`config.mk`:
```
export PLATFORM = sky130hd
export DESIGN_NAME = axi_txn_limiter
export DESIGN_NICKNAME = d
export VERILOG_FILES = /design/src/rtl/axi_txn_limiter_pkg.sv /design/src/rtl/axi_txn_limiter_cnt.sv /design/src/rtl/axi_txn_limiter.sv
export SDC_FILE = /design/constraint.sdc
export NUM_CORES = 1
export LEC_CHECK = 0
export BUFFER_PORTS_ARGS = -buffer_cell sky130_fd_sc_hd__buf_2
export CORE_AREA = 2 2 158 160
export DETAILED_ROUTE_END_ITERATION = 16
export DIE_AREA = 0 0 160 162
export GPL_TIMING_DRIVEN = 0
export SETUP_SLACK_MARGIN = 0.5
export SLEW_MARGIN = 20
export SYNTH_ARGS = -nofsm -noshare
export SYNTH_HDL_FRONTEND = slang
export SYNTH_HIERARCHICAL = 1
export SYNTH_SLANG_ARGS = --single-unit
```
`constraint.sdc`:
```
create_clock -name clk_i -period 3.8 [get_ports clk_i]
set_input_delay 0.19 -clock clk_i [delete_from_list [all_inputs] [get_ports clk_i]]
set_output_delay 0.19 -clock clk_i [all_outputs]
set_load 0.02 [all_outputs]
```
`src/rtl/axi_txn_limiter_pkg.sv`:
```
// rtl/axi_txn_limiter_pkg.sv - AXI4+ATOP channel structs and ATOP field index used by the limiter
package axi_txn_limiter_pkg;

  localparam int unsigned ATOP_R_RESP = 5;

  typedef struct packed {
    logic [3:0]  id;
    logic [31:0] addr;
    logic [7:0]  len;
    logic [2:0]  size;
    logic [1:0]  burst;
    logic [5:0]  atop;
  } aw_chan_t;

  typedef struct packed {
    logic [31:0] data;
    logic [3:0]  strb;
    logic        last;
  } w_chan_t;

  typedef struct packed {
    logic [3:0] id;
    logic [1:0] resp;
  } b_chan_t;

  typedef struct packed {
    logic [3:0]  id;
    logic [31:0] addr;
    logic [7:0]  len;
    logic [2:0]  size;
    logic [1:0]  burst;
  } ar_chan_t;

  typedef struct packed {
    logic [3:0]  id;
    logic [31:0] data;
    logic [1:0]  resp;
    logic        last;
  } r_chan_t;

  typedef struct packed {
    aw_chan_t aw;
    logic     aw_valid;
    w_chan_t  w;
    logic     w_valid;
    logic     b_ready;
    ar_chan_t ar;
    logic     ar_valid;
    logic     r_ready;
  } axi_req_t;

  typedef struct packed {
    logic    aw_ready;
    logic    ar_ready;
    logic    w_ready;
    logic    b_valid;
    b_chan_t b;
    logic    r_valid;
    r_chan_t r;
  } axi_resp_t;

endpackage

```
`src/rtl/axi_txn_limiter_cnt.sv`:
```
// rtl/axi_txn_limiter_cnt.sv - outstanding-transaction counter, +0/1/2 and -1 per cycle
// below_one_o lets the caller reserve a slot for a same-cycle increment.
module axi_txn_limiter_cnt #(
  parameter int unsigned Max = 8,
  localparam int unsigned Width = $clog2(Max + 1)
) (
  input  logic             clk_i,
  input  logic             rst_i,
  input  logic [1:0]       inc_i,
  input  logic             dec_i,
  output logic [Width-1:0] cnt_o,
  output logic             below_o,
  output logic             below_one_o
);

  localparam logic [Width:0] MaxW = (Width + 1)'(Max);

  logic [Width-1:0] cnt_q, cnt_d;
  logic [Width:0]   sum;
  logic             underflow;

  always_comb begin
    underflow = dec_i && (cnt_q == '0);
    sum = (Width + 1)'(cnt_q) + (Width + 1)'(inc_i);
    // A decrement at zero is a protocol error; it is dropped so the count holds.
    if (dec_i && !underflow) begin
      sum = sum - (Width + 1)'(1);
    end
    cnt_d = Width'(sum);
  end

  always_ff @(posedge clk_i or posedge rst_i) begin
    if (rst_i) begin
      cnt_q <= '0;
    end else begin
      cnt_q <= cnt_d;
    end
  end

  assign cnt_o       = cnt_q;
  assign below_o     = (Width + 1)'(cnt_q) < MaxW;
  assign below_one_o = ((Width + 1)'(cnt_q) + (Width + 1)'(1)) < MaxW;

`ifndef SYNTHESIS
  a_no_underflow: assert property (@(posedge clk_i) disable iff (rst_i) !(dec_i && (cnt_q == '0)));
`endif

endmodule

```
`src/rtl/axi_txn_limiter.sv`:
```
// rtl/axi_txn_limiter.sv - bounds outstanding AXI writes/reads, with drain/idle handshake
// Optional saturating stall counter output under AXI_TXN_LIMITER_STATS_EN.
module axi_txn_limiter
  import axi_txn_limiter_pkg::*;
#(
  parameter int unsigned MaxWrTxns = 8,
  parameter int unsigned MaxRdTxns = 8,
  parameter type req_t = axi_req_t,
  parameter type resp_t = axi_resp_t,
  localparam int unsigned WrCntWidth = $clog2(MaxWrTxns + 1),
  localparam int unsigned RdCntWidth = $clog2(MaxRdTxns + 1)
) (
  input  logic                  clk_i,
  input  logic                  rst_i,
  input  req_t                  slv_req_i,
  output resp_t                 slv_resp_o,
  output req_t                  mst_req_o,
  input  resp_t                 mst_resp_i,
  input  logic                  drain_i,
  output logic                  idle_o,
  output logic [WrCntWidth-1:0] wr_cnt_o,
  output logic [RdCntWidth-1:0] rd_cnt_o
`ifdef AXI_TXN_LIMITER_STATS_EN
  ,
  output logic [31:0]           stall_cnt_o
`endif
);

  typedef enum logic [1:0] {StRun, StDrain, StIdle} state_e;

  state_e state_q, state_d;

  logic                  run;
  logic                  wr_below, rd_below, rd_below_one;
  logic                  atop_r, ar_req, rd_room, aw_lim_ok, aw_ok, ar_ok;
  logic                  aw_fire, ar_fire, b_fire, r_last_fire;
  logic [1:0]            rd_inc;
  logic [WrCntWidth-1:0] wr_cnt;
  logic [RdCntWidth-1:0] rd_cnt;

  always_ff @(posedge clk_i or posedge rst_i) begin
    if (rst_i) begin
      state_q <= StRun;
    end else begin
      state_q <= state_d;
    end
  end

  always_comb begin
    state_d = state_q;
    unique case (state_q)
      StRun:   if (drain_i) state_d = StDrain;
      StDrain: begin
        if (!drain_i) begin
          state_d = StRun;
        end else if ((wr_cnt == '0) && (rd_cnt == '0)) begin
          state_d = StIdle;
        end
      end
      StIdle:  if (!drain_i) state_d = StRun;
      default: state_d = StRun;
    endcase
  end

  always_comb begin
    run    = (state_q == StRun);
    idle_o = (state_q == StIdle);
  end

  // AR priority is decided on the presented AR rather than its handshake,
  // so no gated valid ever depends on a downstream ready.
  always_comb begin
    atop_r    = slv_req_i.aw.atop[ATOP_R_RESP];
    ar_ok     = run & rd_below;
    ar_req    = slv_req_i.ar_valid & ar_ok;
    rd_room   = ar_req ? rd_below_one : rd_below;
    aw_lim_ok = wr_below & (~atop_r | rd_room);
    aw_ok     = run & aw_lim_ok;
  end

  always_comb begin
    mst_req_o           = slv_req_i;
    slv_resp_o          = mst_resp_i;
    mst_req_o.aw_valid  = slv_req_i.aw_valid & aw_ok;
    mst_req_o.ar_valid  = slv_req_i.ar_valid & ar_ok;
    slv_resp_o.aw_ready = mst_resp_i.aw_ready & aw_ok;
    slv_resp_o.ar_ready = mst_resp_i.ar_ready & ar_ok;
    if (rst_i) begin
      mst_req_o.aw_valid  = 1'b0;
      mst_req_o.w_valid   = 1'b0;
      mst_req_o.ar_valid  = 1'b0;
      mst_req_o.b_ready   = 1'b0;
      mst_req_o.r_ready   = 1'b0;
      slv_resp_o.aw_ready = 1'b0;
      slv_resp_o.w_ready  = 1'b0;
      slv_resp_o.ar_ready = 1'b0;
      slv_resp_o.b_valid  = 1'b0;
      slv_resp_o.r_valid  = 1'b0;
    end
  end

  always_comb begin
    aw_fire     = slv_req_i.aw_valid & aw_ok & mst_resp_i.aw_ready;
    ar_fire     = slv_req_i.ar_valid & ar_ok & mst_resp_i.ar_ready;
    b_fire      = mst_resp_i.b_valid & slv_req_i.b_ready;
    r_last_fire = mst_resp_i.r_valid & slv_req_i.r_ready & mst_resp_i.r.last;
    rd_inc      = 2'(ar_fire) + 2'(aw_fire & atop_r);
  end

  axi_txn_limiter_cnt #(
    .Max (MaxWrTxns)
  ) i_wr_cnt (
    .clk_i       (clk_i),
    .rst_i       (rst_i),
    .inc_i       ({1'b0, aw_fire}),
    .dec_i       (b_fire),
    .cnt_o       (wr_cnt),
    .below_o     (wr_below),
    .below_one_o ()
  );

  axi_txn_limiter_cnt #(
    .Max (MaxRdTxns)
  ) i_rd_cnt (
    .clk_i       (clk_i),
    .rst_i       (rst_i),
    .inc_i       (rd_inc),
    .dec_i       (r_last_fire),
    .cnt_o       (rd_cnt),
    .below_o     (rd_below),
    .below_one_o (rd_below_one)
  );

  assign wr_cnt_o = wr_cnt;
  assign rd_cnt_o = rd_cnt;

`ifdef AXI_TXN_LIMITER_STATS_EN
  logic [31:0] stall_q, stall_d;
  logic        stall_hit;

  always_comb begin
    stall_hit = run & ((slv_req_i.aw_valid & ~aw_lim_ok) | (slv_req_i.ar_valid & ~rd_below));
    stall_d   = stall_q;
    if (stall_hit && (stall_q != '1)) begin
      stall_d = stall_q + 32'd1;
    end
  end

  always_ff @(posedge clk_i or posedge rst_i) begin
    if (rst_i) begin
      stall_q <= '0;
    end else begin
      stall_q <= stall_d;
    end
  end

  assign stall_cnt_o = stall_q;
`endif

endmodule

```
Word-level counts from Yosys, hierarchy flattened
Index checks and enable logic that the tools add are counted. Widths: inputs -> output; s select.

Output and inout bits: 205. Word-level logic and storage cells: 56. Register bits: 10. Input port bits: 199.

Mux-type cells: 13. Add/sub/neg operators: 6. Bitwise logic cells: 15. Magnitude comparators: 3. Reductions and logical operators: 11. Equal/unequal tests: 5.

Operators with widths (number): $and 1x1->1 (13); $mux 2 (6); $mux 4 (3); $logic_not 4->1 (2); $lt 4x4->1 const B (2); $sub 4x1->4 const B (2); $pmux 2 s3 (1); $add 4x1->5 const B (1); $logic_and 1x1->1 (5); $lt 5x4->1 const B (1); $add 4x1->4 (1); $add 4x2->4 (1); $ne 2x2->1 const B (2); $mux 1 (3); $ne 3x3->1 const B (1); $reduce_and 3->1 (1); $add 1x1->2 (1); $eq 2x1->1 const B (1); $eq 2x2->1 const B (1); $logic_not 1->1 (2); $logic_not 2->1 (1); $not 1->1 (1); $or 1x1->1 (1).

Longest topological paths before layout
Gate-level depths: netlist of run 1.

Word-level depth: 14. Mapped depth: 12. Depth with buffers taken out: 12.

Cells and area by module
Netlist of run 1, hierarchy kept.

By module, submodules not included: axi_txn_limiter (area an instance 1671.6 um^2, seq. area each 50.0 um^2, cells each 222, instances 1); axi_txn_limiter_cnt (area an instance 312.8 um^2, seq. area each 100.1 um^2, cells each 29, instances 2).

Least setup slack after synthesis of run 1
No wires, ideal clock.

Kind: register to register. Start point: register i_rd_cnt.cnt_q[2], in the netlist i_rd_cnt/cnt_o[2]. End point: register i_rd_cnt.cnt_q[2], in the netlist i_rd_cnt/cnt_o[2]. Slack: 1.060 ns. Path buffers: 0. Arrival time: 2.608 ns. Stages on the path, launching flop included: 13. Period minus slack after synthesis: 2.740 ns. Setup time: 0.132 ns. Data required time: 3.668 ns. Cell sequence: dfrtp_1 > a31oi_1 > nand2b_1 > a21boi_1 > nor4b_2 > ha_1 > ha_1 > inv_1 > fa_1 > ha_1 > inv_1 > nor2_1 > xor2_1.

RTL lines: start: declaration (line axi_txn_limiter_cnt.sv:18) `logic [Width-1:0] cnt_q, cnt_d;`; start signal: assignment (line axi_txn_limiter_cnt.sv:36) `cnt_q <= cnt_d;`; $add 4x1->5 (*) (line axi_txn_limiter_cnt.sv:42) `assign below_one_o = ((Width + 1)'(cnt_q) + (Width + 1)'(1)) < MaxW;`; $lt 5x4->1 (*) (line axi_txn_limiter_cnt.sv:42); net rd_below_one (line axi_txn_limiter.sv:34) `logic wr_below, rd_below, rd_below_one;`; $mux 1 (*) (line axi_txn_limiter.sv:76) `rd_room = ar_req ? rd_below_one : rd_below;`; $or 1x1->1 (*) (line axi_txn_limiter.sv:77) `aw_lim_ok = wr_below & (~atop_r | rd_room);`; $and 1x1->1 (*) (line axi_txn_limiter.sv:77); $and 1x1->1 (*) (line axi_txn_limiter.sv:78) `aw_ok = run & aw_lim_ok;`; $and 1x1->1 (*) (2 in series) (line axi_txn_limiter.sv:103) `aw_fire = slv_req_i.aw_valid & aw_ok & mst_resp_i.aw_ready;`; $and 1x1->1 (*) (line axi_txn_limiter.sv:107) `rd_inc = 2'(ar_fire) + 2'(aw_fire & atop_r);`; $add 1x1->2 (*) (line axi_txn_limiter.sv:107); net rd_inc[0] (line axi_txn_limiter.sv:37) `logic [1:0] rd_inc;`; $add 4x2->4 (*) (line axi_txn_limiter_cnt.sv:24) `sum = (Width + 1)'(cnt_q) + (Width + 1)'(inc_i);`; $sub 4x1->4 (line axi_txn_limiter_cnt.sv:27) `sum = sum - (Width + 1)'(1);`; $mux 4 (*) (line axi_txn_limiter_cnt.sv:26) `if (dec_i && !underflow) begin`; net i_rd_cnt.sum[2] (line axi_txn_limiter_cnt.sv:19) `logic [Width:0] sum;`.

The timed path passes the listed nets; every way through them passes the cells marked *. A chain may end at the register's enable or synchronous reset.

Worst setup path after layout of run 1
Ends and elaborated chain as after synthesis.

==> impl_metrics.tcl, run 1 <==
set metrics [dict create \
    status "complete, no violations" \
    end_kind "flip-flop" \
    hp-class "in -> reg" \
    hpwl_um 9779 \
    drtAntennaViolNets 0 \
    grt_usage_pct 7.030 \
    nets 713 \
    p_switching_mw 0.5975 \
    cts_root_buffer "clkbuf_16" \
    cts.sinks 10 \
    p_seq_share_pct 20.6 \
    ios 404 \
    p_leak_nw 2.230 \
    cts_buffers 3 \
    finalInstanceArea_um2 3899 \
    finalCritPeriodShare_pct 78.81 \
    grt_pass1_wl_um 13450 \
    drv_cap 0 \
    crit_start "i_rd_cnt/cnt_o[2]$_DFF_PP0_" \
    whs_ps 204.0 \
    nFillCells 2746 \
    switching_share_pct 47.15 \
    clock_latency_ps 230 \
    slowest_delay_ps 500 \
    dr.pass1.iters 4 \
    final_common_cell "buf_2" \
    drt_iter0_drc 40 \
    p_clk_share_pct 16.4 \
    core-area_um2 24110 \
    start_util_pct 9.504 \
    endpoint "i_rd_cnt/cnt_o[2]$_DFF_PP0_" \
    start_kind "flip-flop" \
    layout-drive-gt1-share_pct 82.94 \
    rrSetupSlack_ps 810 \
    tns_ps 0 \
    grt_max_degree 11 \
    worst_pin_slew_ps 538.8 \
    syn2layout_area_growth_pct 70.18 \
    layout_common_cells "buf_2, buf_4, inv_1, dfrtp_1, nor2b_1" \
    gp_congestion 0.8030 \
    synth.avg_cell_area_um2 8.211 \
    worstSetupPathType "reg -> reg" \
    ys.warnings.count 6 \
    final_hold_viol_count 0 \
    min_period_ps 2995 \
    io_buffers 219 \
    fmax_ghz 0.3339 \
    wl_per_cell_um 12.51 \
    crit_chain "a31oi_1 > nand2b_1 > a21boi_2 > nor4b_2 > ha_1 > ha_1 > inv_1 > fa_1 > ha_1 > inv_1 > nor2_1 > xor2_1" \
    combPwrFrac_pct 62.9 \
    dieHeight_um 162 \
    slew_violations 0 \
    slew_headroom_pct 64.08 \
    die_area_um2 25920 \
    worst-path-buf-inv 2 \
    tritoncts "done" \
    cp_slowest_cell "dfrtp_1" \
    wl_um 10360 \
    crit_cells 12 \
    synth_area_um2 2291 \
    ir_worst_vdd_v 0.00008656 \
    ff2ff_path_depth 12 \
    r2r-start "i_rd_cnt/cnt_o[2]$_DFF_PP0_" \
    via_per_inst 2.839 \
    synthCells 279 \
    rows 57 \
    skew_ps 1.413 \
    rsz0062_at_grt "no" \
    r2r-end "i_rd_cnt/cnt_o[2]$_DFF_PP0_" \
    critPathRequiredTime_ps 3900 \
    num_vias 2351 \
    crit_path_frequent_cell "ha_1" \
    path_clk_slew_ps 40 \
    path_delay_family "adder cells" \
    diodes 0 \
    path_max_fanout 8 \
    grt_pass1_vias 2204 \
    antenna_found_initial 0 \
    powerDensity_nw_per_um2 325.0 \
    crit_arrival_ps 3100 \
    drc 0 \
    grt.overflow.total 0 \
    die-width_um 160 \
    setup_violations 0 \
    internal_power_mw 0.6697 \
    cts_max_path_buffers 2 \
    placed_area_um2 3796 \
    h-tree-depth 1 \
]
==> worst reg2reg max path, stage by stage, from the launching register on <==
cell and delay (ps):
dfrtp_1 500, a31oi_1 170, nand2b_1 140, a21boi_2 120, nor4b_2 410, ha_1 310, ha_1 230, inv_1 80
fa_1 450, ha_1 220, inv_1 50, nor2_1 40, xor2_1 150
==> flip-flops by register name (all words and copies together), names as in the netlist <==
signal / count
i_rd_cnt/cnt_o: 4
i_wr_cnt/cnt_o: 4
state_q: 2
==> metal layers <==
metal	track usage [%]	part of all wire, %	vias up
met1	6.233	30	1021
met3	2.400	12	4
met5	0	0	-
met2	15.23	58	194
met4	1.024	0.70	0
li1	-	-	1132
==> stage by stage <==
stage	power [mW]	std cells	util [%]	setup WS, ps
6_report	1.267	828	16.17	805.3
4_1_cts	1.287	828	16.16	592.3
3_5_place_dp	1.075	823	15.75	602.8
5_1_grt	1.365	828	16.17	607.8
3_3_place_gp	1.062	823	15.75	648.9
2_1_floorplan	0.8205	280	-	1060
==> power by group through the flow <==
stage               clock (mW)  combinational (mW)  sequential, mW
finish                   0.208               0.798           0.261
global route             0.220               0.871           0.275
CTS                      0.211               0.815           0.262
detailed placement           0               0.812           0.263
global placement             0               0.802           0.260
floorplan                    0               0.527           0.293
==> worst min-delay path by stage <==
stage,startpoint,end,depth (start not counted)
finish,drain_i,state_q[1]$_DFFE_PP0P_,2
global route,drain_i,state_q[1]$_DFFE_PP0P_,2
CTS,drain_i,state_q[1]$_DFFE_PP0P_,2
detailed placement,rst_i,i_rd_cnt/cnt_o[0]$_DFF_PP0_,2
global placement,rst_i,i_rd_cnt/cnt_o[1]$_DFF_PP0_,2
floorplan,rst_i,i_rd_cnt/cnt_o[0]$_DFF_PP0_,1
==> final cells by class <==
cell class / instances / area (um2) / share of cell area [%]
buffer: 187 / 1400 / 35.91
clock buffer: 4 / 88.84 / 2.279
inverter: 16 / 60.06 / 1.540
multi-input combinational: 67 / 588.1 / 15.08
sequential: 10 / 250.2 / 6.418
tap: 324 / 405.4 / 10.40
timing repair buffer: 220 / 1106 / 28.37
==> what timing repair did <==
| action | CTS | global route |
|---|---|---|
| hold endpoints to repair | 8 | 0 |
| setup buffers | 0 | 0 |
| setup endpoints to repair | 0 | 3 |
| resized for setup | 0 | 1 |
| hold buffers | 1 | 0 |
Power figures use the tool's default switching activity.
==> run 2: changes to the inputs <==
Settings changed: ABC_AREA from default to 1, CORE_AREA 2 2 158 160 to 2 2 155 157, DIE_AREA 0 0 160 162 to 0 0 157 159.
Clock period 3.8 ns to 2.7 ns, I/O delays scaled along.
==> run 2 against run 1 <==
  * Die area fell by 3.7%
  * Fmax rose by 21%
  * Clock skew rose by 0.52 ps
  * Critical path type unchanged
  * Critical endpoint unchanged
  * Largest cell class unchanged
==> impl_metrics.tcl, run 2 <==
set metrics [dict create \
    total_power_mw 2.080 \
    combPwrFrac_pct 71.2 \
    dr.pass1.iters 4 \
    final_common_cell "buf_2" \
    p_seq_share_pct 14.9 \
    crit_arrival_ps 2590 \
    drtAntennaViolNets 0 \
    crit_chain "nor2_4 > nand3_2 > nand2_2 > nand2_1 > nand4_1 > inv_1 > ha_1 > ha_2 > inv_2 > fa_2 > ha_4 > nand3_4 > xnor2_2" \
    syn2layout_area_growth_pct 72.25 \
    globalRouteMet2Util_pct 14.49 \
    p_clk_share_pct 13.9 \
    synthCells 340 \
    p_switching_mw 0.9816 \
    slew_violations 0 \
    final_cells 896 \
    layout_common_cells "buf_2, buf_4, nand2_1, inv_1, nor2_1" \
    status "complete, no violations" \
    setup_violations 0 \
    cts_root_buffer "clkbuf_16" \
    final_hold_viol_count 0 \
    synth_area_um2 2457 \
    drv_cap 0 \
    grt_util_met3_pct 1.524 \
    powerDensity_nw_per_um2 491.5 \
    clock_latency_ps 230 \
    internal_power_mw 1.099 \
    wl_um 9122 \
    io_buffers 219 \
    ir_worst_vdd_v 0.0001278 \
    end_kind "flip-flop" \
    skew_ps 1.932 \
    die-width_um 157 \
    hp-class "in -> reg" \
    grt_pass1_vias 2402 \
    hpwl_um 8412 \
    path_delay_family "adder cells" \
    rsz0062_at_grt "yes" \
    h-tree-depth 1 \
    wl_per_cell_um 10.18 \
    slowest_delay_ps 590 \
    groute.layer.met1.usage_pct 5.531 \
    grt_pass1_wl_um 12360 \
    worst_pin_slew_ps 512.7 \
    finalCritPeriodShare_pct 91.43 \
    nets 785 \
    cts_max_path_buffers 2 \
    core-area_um2 23190 \
    via_per_inst 2.921 \
    whs_ps 141.2 \
    min_period_ps 2469 \
    start_util_pct 10.60 \
    rows 56 \
    ys.warnings.count 6 \
    drt_iter0_drc 57 \
    gp_congestion 0.7989 \
    path_clk_slew_ps 40 \
    worst-path-buf-inv 2 \
    grt.overflow.total 0 \
    path_max_fanout 3 \
    slew_headroom_pct 65.70 \
    drc 0 \
    critPathRequiredTime_ps 2820 \
    worstSetupPathType "reg -> reg" \
    layout-drive-gt1-share_pct 80.38 \
    cts.sinks 10 \
    die_area_um2 24960 \
    grt_max_degree 10 \
    dieHeight_um 159 \
    switching_share_pct 47.18 \
    num_vias 2617 \
    start_kind "flip-flop" \
    dp_cells 879 \
    ios 404 \
    cts_buffers 3 \
    nFillCells 2570 \
    p_leak_nw 2.490 \
    synth.avg_cell_area_um2 7.228 \
    antenna_found_initial 2 \
    busiest_layer "met2" \
    cp_slowest_cell "fa_2" \
    tritoncts "done" \
    fmax_ghz 0.4051 \
    grt_usage_pct 6.506 \
]
## run 2: cell count changes in the layout (fill, tap and decap cells not counted), sizes merged, moves of 5 or more
| cell | previous run | this run |
|---|---|---|
| nand2 | 5 | 38 |
| nand3 | 3 | 17 |
| nor2b | 9 | 0 |
| nor4b | 5 | 0 |
| inv | 16 | 35 |
| buf | 405 | 419 |
| nor2 | 5 | 26 |
| nand4 | 0 | 5 |
## run 2: area by class of cell
cell class	count	area (um2)	area share [%]
Timing Repair Buffer	231	1189	28.08
Sequential cell	10	259.0	6.119
Clock buffer	4	88.84	2.099
Buffer	189	1424	33.64
Antenna cell	1	2.502	0.05912
Inverter	35	133.9	3.163
Tap cell	319	399.1	9.430
Multi-Input combinational cell	107	737.0	17.41
## run 2: layer usage
layer  vias up  wire (um)
met5         -         13
met3         4       1013
met1      1081       2708
met4         2         55
li1       1309          -
met2       221       5331
## run 2: worst register-to-register path: stages, from the launching register on
cell and delay, ps:
dfrtp_2 410, nor2_4 150, nand3_2 100, nand2_2 90, nand2_1 50, nand4_1 60, inv_1 40, ha_1 270
ha_2 190, inv_2 40, fa_2 590, ha_4 150, nand3_4 60, xnor2_2 150
## run 2: power groups by stage
stage                     Clock (mW)  Sequential, mW  Combinational [mW]
after global routing           0.310           0.324                1.63
after floorplan                    0           0.371               0.937
after detailed placement           0           0.320                1.35
after CTS                      0.300           0.312                1.46
after global placement             0           0.317                1.34
final                          0.290           0.310                1.48
## run 2: worst paths after layout
path                       depth (start not counted)                     endpoint              startpoint  slack, ps
setup reg to reg                                  13  i_rd_cnt/cnt_o[2]$_DFF_PP0_  state_q[1]$_DFFE_PP0P_        230
hold reg to reg                                    2       state_q[0]$_DFFE_PP0P_  state_q[0]$_DFFE_PP0P_        630
setup / recovery                                  13  i_rd_cnt/cnt_o[2]$_DFF_PP0_  state_q[1]$_DFFE_PP0P_        230
min in group asynchronous                          3  i_wr_cnt/cnt_o[1]$_DFF_PP0_                   rst_i        400
max in group asynchronous                          4       state_q[1]$_DFFE_PP0P_                   rst_i       1900
hold / removal                                     3       state_q[0]$_DFFE_PP0P_                 drain_i        140
## run 2: what timing repair did
action	in CTS	in global routing
hold buffers	1	0
pin swaps	9	8
setup buffers	9	2
resized for setup	14	5
endpoints found under the setup margin	6	6
hold endpoints to repair	8	0
## run 2: through the flow
stage / setup TNS, ps / area, um2 / worst slack (ps) / util (%)
after floorplan: 0 / 2479 / 228.7 / -
after global placement: 0 / 3974 / 0.06661 / 17.13
after detailed placement: -40.83 / 3974 / -40.83 / 17.13
after CTS: 0 / 4187 / 179.0 / 18.05
after global routing: 0 / 4233 / 82.71 / 18.25
final: 0 / 4233 / 231.5 / 18.25
